## src/rtl/alu_share_arbiter.sv

```systemverilog
// alu_share_arbiter
// Shares one multi-lane ALU datapath between N_REQ requesters. One operation is
// in flight at a time: a round-robin winner is accepted in IDLE, its operands
// are driven to the ALU and held for ALU_LAT+1 cycles (EXEC), then the captured
// result is offered back to that requester until it accepts it (RESP).
//
// Ports:
//   clk, arst        clock; synchronous active-high reset
//   req_valid/ready  per-requester operation handshake (ready is combinational,
//                    at most one bit set, only in IDLE)
//   req_a/b/sel      packed per-requester operands and opcode
//   alu_a/b/select   registered operands/opcode to the shared ALU
//   alu_out, alu_a_greater/equal/less, alu_carry_out  ALU results
//   rsp_valid/ready  per-requester response handshake (valid is one-hot)
//   rsp_out/flags/carry  captured ALU result, flags {greater,equal,less}, carry
//   busy             registered, high while in EXEC or RESP
module alu_share_arbiter #(
    parameter int WIDTH   = 4,
    parameter int N_ALU   = 4,
    parameter int N_REQ   = 4,
    parameter int ALU_LAT = 1
) (
    input  logic                     clk,
    input  logic                     arst,
    input  logic [N_REQ-1:0]         req_valid,
    output logic [N_REQ-1:0]         req_ready,
    input  logic [N_REQ*WIDTH*N_ALU-1:0] req_a,
    input  logic [N_REQ*WIDTH*N_ALU-1:0] req_b,
    input  logic [N_REQ*3-1:0]       req_sel,
    output logic [WIDTH*N_ALU-1:0]   alu_a,
    output logic [WIDTH*N_ALU-1:0]   alu_b,
    output logic [2:0]               alu_select,
    input  logic [WIDTH*N_ALU*8-1:0] alu_out,
    input  logic                     alu_a_greater,
    input  logic                     alu_a_equal,
    input  logic                     alu_a_less,
    input  logic                     alu_carry_out,
    output logic [N_REQ-1:0]         rsp_valid,
    input  logic [N_REQ-1:0]         rsp_ready,
    output logic [WIDTH*N_ALU*8-1:0] rsp_out,
    output logic [2:0]               rsp_flags,
    output logic                     rsp_carry,
    output logic                     busy
);

    localparam int DW   = WIDTH * N_ALU;
    localparam int IDXW = (N_REQ > 1) ? $clog2(N_REQ) : 1;
    localparam int CNTW = (ALU_LAT > 0) ? $clog2(ALU_LAT + 1) : 1;

    typedef enum logic [1:0] {
        ST_IDLE = 2'd0,
        ST_EXEC = 2'd1,
        ST_RESP = 2'd2
    } state_t;

    state_t              state_r;
    state_t              state_n_s;
    logic [IDXW-1:0]     last_grant_r;
    logic [IDXW-1:0]     cur_r;
    logic [CNTW-1:0]     cnt_r;
    logic [DW-1:0]       alu_a_r;
    logic [DW-1:0]       alu_b_r;
    logic [2:0]          alu_sel_r;
    logic [N_REQ-1:0]    rsp_valid_r;
    logic [DW*8-1:0]     rsp_out_r;
    logic [2:0]          rsp_flags_r;
    logic                rsp_carry_r;
    logic                busy_r;

    logic                grant_found_s;
    logic [IDXW-1:0]     grant_idx_s;
    logic [IDXW:0]       cand_s;
    logic [N_REQ-1:0]    req_ready_s;
    logic                accept_s;

    // Round-robin search: first valid requester after last_grant, wrapping.
    // cand_s carries one extra bit so last_grant + k never overflows before
    // the wrap subtraction.
    always_comb begin
        grant_found_s = 1'b0;
        grant_idx_s   = {IDXW{1'b0}};
        cand_s        = {(IDXW+1){1'b0}};
        for (int k = 1; k <= N_REQ; k++) begin
            cand_s = {1'b0, last_grant_r} + (IDXW+1)'(k);
            if (cand_s >= (IDXW+1)'(N_REQ)) begin
                cand_s = cand_s - (IDXW+1)'(N_REQ);
            end else begin
                cand_s = cand_s;
            end
            if (!grant_found_s && req_valid[cand_s[IDXW-1:0]]) begin
                grant_found_s = 1'b1;
                grant_idx_s   = cand_s[IDXW-1:0];
            end else begin
                grant_found_s = grant_found_s;
            end
        end
    end

    // Next-state and combinational accept strobe.
    always_comb begin
        state_n_s   = state_r;
        req_ready_s = {N_REQ{1'b0}};
        accept_s    = 1'b0;
        case (state_r)
            ST_IDLE: begin
                if (grant_found_s) begin
                    req_ready_s[grant_idx_s] = 1'b1;
                    accept_s                 = 1'b1;
                    state_n_s                = ST_EXEC;
                end else begin
                    state_n_s = ST_IDLE;
                end
            end
            ST_EXEC: begin
                if (cnt_r == {CNTW{1'b0}}) begin
                    state_n_s = ST_RESP;
                end else begin
                    state_n_s = ST_EXEC;
                end
            end
            ST_RESP: begin
                if (rsp_ready[cur_r]) begin
                    state_n_s = ST_IDLE;
                end else begin
                    state_n_s = ST_RESP;
                end
            end
            default: begin
                state_n_s = ST_IDLE;
            end
        endcase
    end

    // State register plus operand, counter and response datapath registers.
    always_ff @(posedge clk) begin
        if (arst) begin
            state_r      <= ST_IDLE;
            last_grant_r <= IDXW'(N_REQ - 1);
            cur_r        <= {IDXW{1'b0}};
            cnt_r        <= {CNTW{1'b0}};
            alu_a_r      <= {DW{1'b0}};
            alu_b_r      <= {DW{1'b0}};
            alu_sel_r    <= 3'd0;
            rsp_valid_r  <= {N_REQ{1'b0}};
            rsp_out_r    <= {(DW*8){1'b0}};
            rsp_flags_r  <= 3'd0;
            rsp_carry_r  <= 1'b0;
            busy_r       <= 1'b0;
        end else begin
            state_r <= state_n_s;
            busy_r  <= (state_n_s != ST_IDLE);
            case (state_r)
                ST_IDLE: begin
                    if (accept_s) begin
                        alu_a_r   <= req_a[grant_idx_s*DW +: DW];
                        alu_b_r   <= req_b[grant_idx_s*DW +: DW];
                        alu_sel_r <= req_sel[grant_idx_s*3 +: 3];
                        cur_r     <= grant_idx_s;
                        cnt_r     <= CNTW'(ALU_LAT);
                    end else begin
                        cur_r <= cur_r;
                    end
                end
                ST_EXEC: begin
                    if (cnt_r != {CNTW{1'b0}}) begin
                        cnt_r <= cnt_r - CNTW'(1);
                    end else begin
                        rsp_out_r   <= alu_out;
                        rsp_flags_r <= {alu_a_greater, alu_a_equal, alu_a_less};
                        rsp_carry_r <= alu_carry_out;
                        rsp_valid_r <= {{(N_REQ-1){1'b0}}, 1'b1} << cur_r;
                    end
                end
                ST_RESP: begin
                    if (rsp_ready[cur_r]) begin
                        last_grant_r <= cur_r;
                        rsp_valid_r  <= {N_REQ{1'b0}};
                    end else begin
                        rsp_valid_r <= rsp_valid_r;
                    end
                end
                default: begin
                    rsp_valid_r <= {N_REQ{1'b0}};
                end
            endcase
        end
    end

    assign req_ready  = req_ready_s;
    assign alu_a      = alu_a_r;
    assign alu_b      = alu_b_r;
    assign alu_select = alu_sel_r;
    assign rsp_valid  = rsp_valid_r;
    assign rsp_out    = rsp_out_r;
    assign rsp_flags  = rsp_flags_r;
    assign rsp_carry  = rsp_carry_r;
    assign busy       = busy_r;

endmodule

```

## config.mk

```make
export PLATFORM = sky130hd
export DESIGN_NAME = alu_share_arbiter
export DESIGN_NICKNAME = d
export VERILOG_FILES = /design/src/rtl/alu_share_arbiter.sv
export SDC_FILE = /design/constraint.sdc
export NUM_CORES = 1
export LEC_CHECK = 0
export ABC_AREA = 1
export CORE_AREA = 2 2 178 180
export CTS_CLUSTER_DIAMETER = 40
export DETAILED_ROUTE_END_ITERATION = 6
export DIE_AREA = 0 0 180 182
export SLEW_MARGIN = 10
export SYNTH_ARGS = -nofsm -noshare
export SYNTH_HDL_FRONTEND = slang
export SYNTH_SLANG_ARGS = --single-unit
```

## constraint.sdc

```tcl
create_clock -name clk -period 4.5 [get_ports clk]
set_input_delay 1.125 -clock clk [delete_from_list [all_inputs] [get_ports clk]]
set_output_delay 1.125 -clock clk [all_outputs]
set_load 0.02 [all_outputs]
```

==> flow_summary.json, run 1 <==
{
  "num_antenna_cells": 0,
  "drc": 0,
  "cts_root_buffer": "clkbuf_16",
  "die_h_um": 182,
  "final_max_slew_viol_count": 0,
  "clk_pin_slew_ns": 0.06,
  "floorplan.initialDensity_pct": 25.2,
  "detailed_place.area_sq_um": 12600,
  "cp.arrival_ns": 3.16,
  "ir_drop_mv": 0.244,
  "power.density_nw_per_um2": 439,
  "h-tree-depth": 4,
  "synth_cells": 1184,
  "path_class": "input pin to primary output",
  "post-place-cells": 1975,
  "p_leak_nw": 5.88,
  "routed-via-count": 9001,
  "num_rows": 65,
  "final-hold-violation-count": 0,
  "fillers": 3205,
  "synth_fp_nets": 1466,
  "fin_cells": 2007,
  "period_minus_slack_ns": 4.28,
  "wirelength_um": 31400,
  "numCtsBuffers": 17,
  "rsz0062_at_grt": "no",
  "hold_path_class": "flop to flop",
  "grt_max_degree": 98,
  "fin_ws_ns": 0.217,
  "cts_setup_buffers": 0,
  "ant_nets": 0,
  "core_area_sq_um": 31000,
  "finalCritPeriodShare_pct": 95.2,
  "wl_per_cell_um": 15.7,
  "power_mw": 5.80,
  "grt_pass1_vias": 8568,
  "maxSlewHeadroom_pct": 38.6,
  "synth.top_cell.area_share_pct": 45.8,
  "antenna_found_initial": 0,
  "status": "finished, final reports clean",
  "post-place-ws_ns": 0.238,
  "synth_seq_cells": 179,
  "hold_buffers": 0,
  "grt_usage_pct": 18.6,
  "cts_sinks": 179,
  "setup_viol": 0,
  "cp-end-kind": "primary output",
  "cts_resized": 0,
  "finalInstanceArea_sq_um": 13200,
  "drtIter0Drc": 448,
  "avgViaCountPerCell": 4.48,
  "cts_tree": "yes",
  "ys_seq_area_share_pct": 45.8,
  "gp_congestion": 0.836,
  "worstPathRequired_ns": 3.38,
  "grt_pass1_wl_um": 48700,
  "drv_cap": 0,
  "dr.pass1.iters": 5,
  "cp-start-kind": "input pin",
  "mappedNetlistArea_sq_um": 7820,
  "die_area_sq_um": 32800,
  "hpwlAfterDp_um": 22400,
  "setup-tns-final_ns": 0,
  "layout-drive-gt1-share_pct": 3.80,
  "boundaryPins": 458,
  "avgSynthCellArea_sq_um": 6.61,
  "ys_warn_count": 0,
  "clock.fmax_ghz": 0.233,
  "synth_top_area_cell": "dfxtp_1",
  "synth_cell_types": 23,
  "crit_fanout": 4,
  "syn2layout_area_growth_pct": 68.9,
  "ys_top_cells_by_area": "dfxtp_1 46%, nand2_1 16%, nor2_1 13%",
  "portBuffers": 457,
  "fin_skew_ns": 0.0166,
  "tightest_slew_ns": 0.921,
  "cts_buffer_depth": 2,
  "nets": 1874,
  "grt_remaining_overflow": 0,
  "dieWidth_um": 180,
  "insertion_delay_ns": 0.43
}
-- area by class of cell --
type	count	area, sq um	share of cell area, %
clock buffer	18	429	3.25
clock inverter	14	141	1.07
inverter	52	203	1.53
timing repair buffer	469	4680	35.4
tap	402	503	3.81
multi-input combinational	873	3680	27.8
sequential	179	3580	27.1
-- final timing paths --
check,from,endpoint,slack [ns],cells past startpoint
max,req_valid[0],req_ready[2],0.22,12
min,rsp_valid[0]$_SDFFE_PP0P_,rsp_valid[0]$_SDFFE_PP0P_,0.46,2
max reg2reg,last_grant_r[0]$_SDFFE_PP1P_,alu_a[10]$_SDFFE_PP0P_,1.89,15
min reg2reg,rsp_valid[0]$_SDFFE_PP0P_,rsp_valid[0]$_SDFFE_PP0P_,0.46,2
-- synth_stat cells --
cell	instances
a211oi_1	1
a21oi_1	8
a22oi_1	2
buf_2	20
buf_4	12
clkbuf_1	48
dfxtp_1	179
inv_1	47
inv_2	4
inv_4	1
nand2_1	326
nand2_2	6
nand2_4	1
nand3_1	110
nand4_1	2
nor2_1	275
nor2_2	3
nor3_1	1
o211ai_1	3
o211ai_4	1
o21ai_0	132
o21ai_1	1
o21bai_1	1
-- sequential cells by signal, summed over array words and instances, names as in the netlist, 2 cells and up --
signal / count
rsp_out: 128
alu_a: 16
alu_b: 16
rsp_valid: 4
alu_select: 3
rsp_flags: 3
cur_r: 2
last_grant_r: 2
state_r: 2
-- report_power, final --
group	leakage [nW]	switching (mW)	internal, mW	total, mW
Sequential	1.47	0.144	1.87	2.02
Clock	0.278	0.716	0.784	1.50
Combinational	4.13	1.30	0.987	2.28
-- per-stage QoR --
| stage | util [%] | hold WS, ns |
|---|---|---|
| after global routing | 42.6 | 0.487 |
| after floorplan | - | 0.470 |
| after detailed placement | 40.8 | 0.456 |
| final | 42.6 | 0.459 |
| after CTS | 42.6 | 0.465 |
| after global placement | 40.8 | 0.452 |
-- worst max-delay path: stages --
cell and delay (ns):
clkdlybuf4s50_1 0.49, nand2_1 0.06, nand2_1 0.16, nand2_1 0.09
nand2_1 0.09, o21bai_1 0.09, nand2_2 0.10, nand2_4 0.05
inv_1 0.09, nand2_1 0.09, nor2_1 0.10, clkdlybuf4s50_1 0.62
-- layout by cell type, fill, tap and decap left out, types with 2 or more instances in the layout --
cell             netlist  final
inv_1                 47     46
clkinvlp_4             0      2
o211ai_1               3      3
inv_8                  0      3
a21oi_1                8      8
nand3_1              110    110
o21ai_0              132    132
buf_4                 12     11
nor2_1               275    274
dfxtp_1              179    179
clkdlybuf4s50_1        0    457
nor2_2                 3      3
clkbuf_16              0     17
nand2_1              326    326
nand2_2                6      6
inv_6                  0      5
inv_2                  4      3
inv_4                  1      3
a22oi_1                2      2
nand4_1                2      2
clkinv_2               0      2
-- logic make-up after synthesis --
group                  synth area share, %
DFF                                   45.8
AOI/OAI and AO/OA                     9.96
and+or+nand+nor                       37.0
buffers and inverters                 7.26
-- metal layers --
metal	part of all wire, %	track usage, %	wire length [um]
met5	0	0	0
met2	48	31.7	15100
met3	8.9	6.74	2800
met1	41	22.0	12800
met4	2.3	5.63	708
(Power assumes the default switching activity.)
==> run 2: changes to the inputs <==
--- a/config.mk
+++ b/config.mk
@@ -6,10 +6,9 @@
 export NUM_CORES = 1
 export LEC_CHECK = 0
 export ABC_AREA = 1
-export CORE_AREA = 2 2 178 180
+export CORE_UTILIZATION = 25
 export CTS_CLUSTER_DIAMETER = 40
 export DETAILED_ROUTE_END_ITERATION = 6
-export DIE_AREA = 0 0 180 182
 export SLEW_MARGIN = 10
 export SYNTH_ARGS = -nofsm -noshare
 export SYNTH_HDL_FRONTEND = slang
==> flow_summary.json, run 2 (synthesis results as in run 1) <==
{
  "hold_buffers": 0,
  "finalInstanceArea_sq_um": 13200,
  "cts_tree": "yes",
  "r2r-end": "alu_select[0]$_SDFFE_PP0P_",
  "grt_remaining_overflow": 0,
  "final-hold-violation-count": 0,
  "drv_cap": 0,
  "clkPwrFrac_pct": 25.5,
  "insertion_delay_ns": 0.43,
  "p_leak_nw": 5.87,
  "fin_skew_ns": 0.0145,
  "cts_sinks": 179,
  "rsz0062_at_grt": "no",
  "dieWidth_um": 179,
  "path_class": "input pin to primary output",
  "status": "finished, final reports clean",
  "die_area_sq_um": 32000,
  "regToRegSetupSlack_ns": 1.79,
  "layout_commonest_cell": "clkdlybuf4s50_1",
  "avgViaCountPerCell": 4.41,
  "ant_nets": 0,
  "cts_buffer_depth": 2,
  "power_mw": 5.75,
  "routed-via-count": 8814,
  "h-tree-depth": 4,
  "worstPathRequired_ns": 3.38,
  "seq_power_share_pct": 35.1,
  "switchingPower_mw": 2.16,
  "power.density_nw_per_um2": 436,
  "period_minus_slack_ns": 4.30,
  "clock.fmax_ghz": 0.233,
  "internal-power_mw": 3.59,
  "layout-drive-gt1-share_pct": 3.50,
  "core_area_sq_um": 30700,
  "drc": 0,
  "floorplan.initialDensity_pct": 25.5,
  "endpoint": "req_ready[2]",
  "hpwlAfterDp_um": 21300,
  "syn2layout_area_growth_pct": 68.5,
  "worstHoldPathCells": 2,
  "nets": 1870,
  "largest_reg_flops": 128,
  "setup_viol": 0,
  "cts_root_buffer": "clkbuf_16",
  "dr.pass1.iters": 5,
  "ir_drop_mv": 0.218,
  "worstSetupStartpoint": "req_valid[0]",
  "reg2reg_depth": 11,
  "grt_pass1_wl_um": 44600,
  "crit_fanout": 4,
  "switching_share_pct": 37.6,
  "rr_startpoint": "last_grant_r[0]$_SDFFE_PP1P_",
  "cp.arrival_ns": 3.17,
  "final_max_slew_viol_count": 0,
  "antenna_found_initial": 2,
  "cp-start-kind": "input pin",
  "die_h_um": 179,
  "cts_setup_buffers": 0,
  "clk_pin_slew_ns": 0.07,
  "gp_congestion": 0.810,
  "numCtsBuffers": 17,
  "finalCritPeriodShare_pct": 95.5,
  "maxSlewHeadroom_pct": 33.7,
  "tightest_slew_ns": 0.994,
  "detailed_place.area_sq_um": 12600,
  "holdWs_ns": 0.462,
  "grt_pass1_vias": 8152,
  "cp-end-kind": "primary output",
  "grt_usage_pct": 17.9,
  "post-place-cells": 1965,
  "drtIter0Drc": 370,
  "wl_per_cell_um": 15.2,
  "wirelength_um": 30400,
  "num_rows": 64,
  "layout_common_cells": "456 x clkdlybuf4s50_1, 326 x nand2_1, 274 x nor2_1",
  "grt_max_degree": 108,
  "setup-tns-final_ns": 0,
  "p_comb_share_pct": 39.5,
  "fin_cells": 1997,
  "hold_path_class": "flop to flop",
  "portBuffers": 457,
  "boundaryPins": 458
}
run 2: changes by cell type in the layout (fill, tap and decap cells not counted), sizes merged:
cell           previous run  this run
buf                      12         8
clkinvlp                  2         0
inv                      60        62
bufinv                    1         0
clkdlybuf4s50           457       456
diode                     0         1
dlymetal6s2s              0         1
run 2: timing repair:
item	in CTS	in global routing
hold endpoints to repair	0	0
gates resized for setup	0	1
endpoints found under the setup margin	0	1
run 2: metal layers:
metal / track usage [%] / wire, um / vias to the layer above
met5: 0 / 8 / -
li1: - / - / 4531
met2: 30.4 / 14600 / 322
met3: 6.45 / 2770 / 20
met4: 5.01 / 380 / 2
met1: 21.1 / 12600 / 3939
run 2: power groups by stage:
stage | logic, mW | registers, mW | clock network (mW)
after CTS | 2.30 | 2.01 | 1.51
after detailed placement | 2.29 | 2.04 | 0
final | 2.27 | 2.02 | 1.46
after global routing | 2.49 | 2.05 | 1.57
after global placement | 2.28 | 2.04 | 0
after floorplan | 0.895 | 2.37 | 0
run 2: worst max-delay path: stages:
cell	delay (ns)
clkdlybuf4s50_1	0.41
nand2_1	0.07
nand2_1	0.12
nand2_1	0.12
nand2_1	0.07
nor2_1	0.09
nand2_1	0.07
nand2_2	0.10
nand2_4	0.05
inv_1	0.08
nand2_1	0.09
nor2_1	0.12
clkdlybuf4s50_1	0.66
run 2: stage by stage:
stage,util (%),worst slack [ns]
6_report,43.0,0.202
5_1_grt,43.0,0.0149
4_1_cts,43.0,0.128
3_5_place_dp,41.1,0.131
3_3_place_gp,41.1,0.177
2_1_floorplan,-,0.935
run 2: cell type report:
class                      instances  area [sq um]
sequential                       179          3580
antenna                            1          2.50
fill                            3127         17500
clock inverter                    13           131
clock buffer                      18           429
multi-input combinational        873          3680
tap                              396           495
timing repair buffer             465          4650
inverter                          52           203
run 2: how the worst min path moves through the flow:
stage / start / endpoint / slack (ns)
final: rsp_valid[2]$_SDFFE_PP0P_ / rsp_valid[2]$_SDFFE_PP0P_ / 0.46
after global routing: rsp_valid[0]$_SDFFE_PP0P_ / rsp_valid[0]$_SDFFE_PP0P_ / 0.50
after CTS: rsp_valid[2]$_SDFFE_PP0P_ / rsp_valid[2]$_SDFFE_PP0P_ / 0.47
after detailed placement: rsp_valid[3]$_SDFFE_PP0P_ / rsp_valid[3]$_SDFFE_PP0P_ / 0.46
after global placement: rsp_valid[0]$_SDFFE_PP0P_ / rsp_valid[0]$_SDFFE_PP0P_ / 0.45
after floorplan: cnt_r$_SDFFE_PP0P_ / cnt_r$_SDFFE_PP0P_ / 0.47
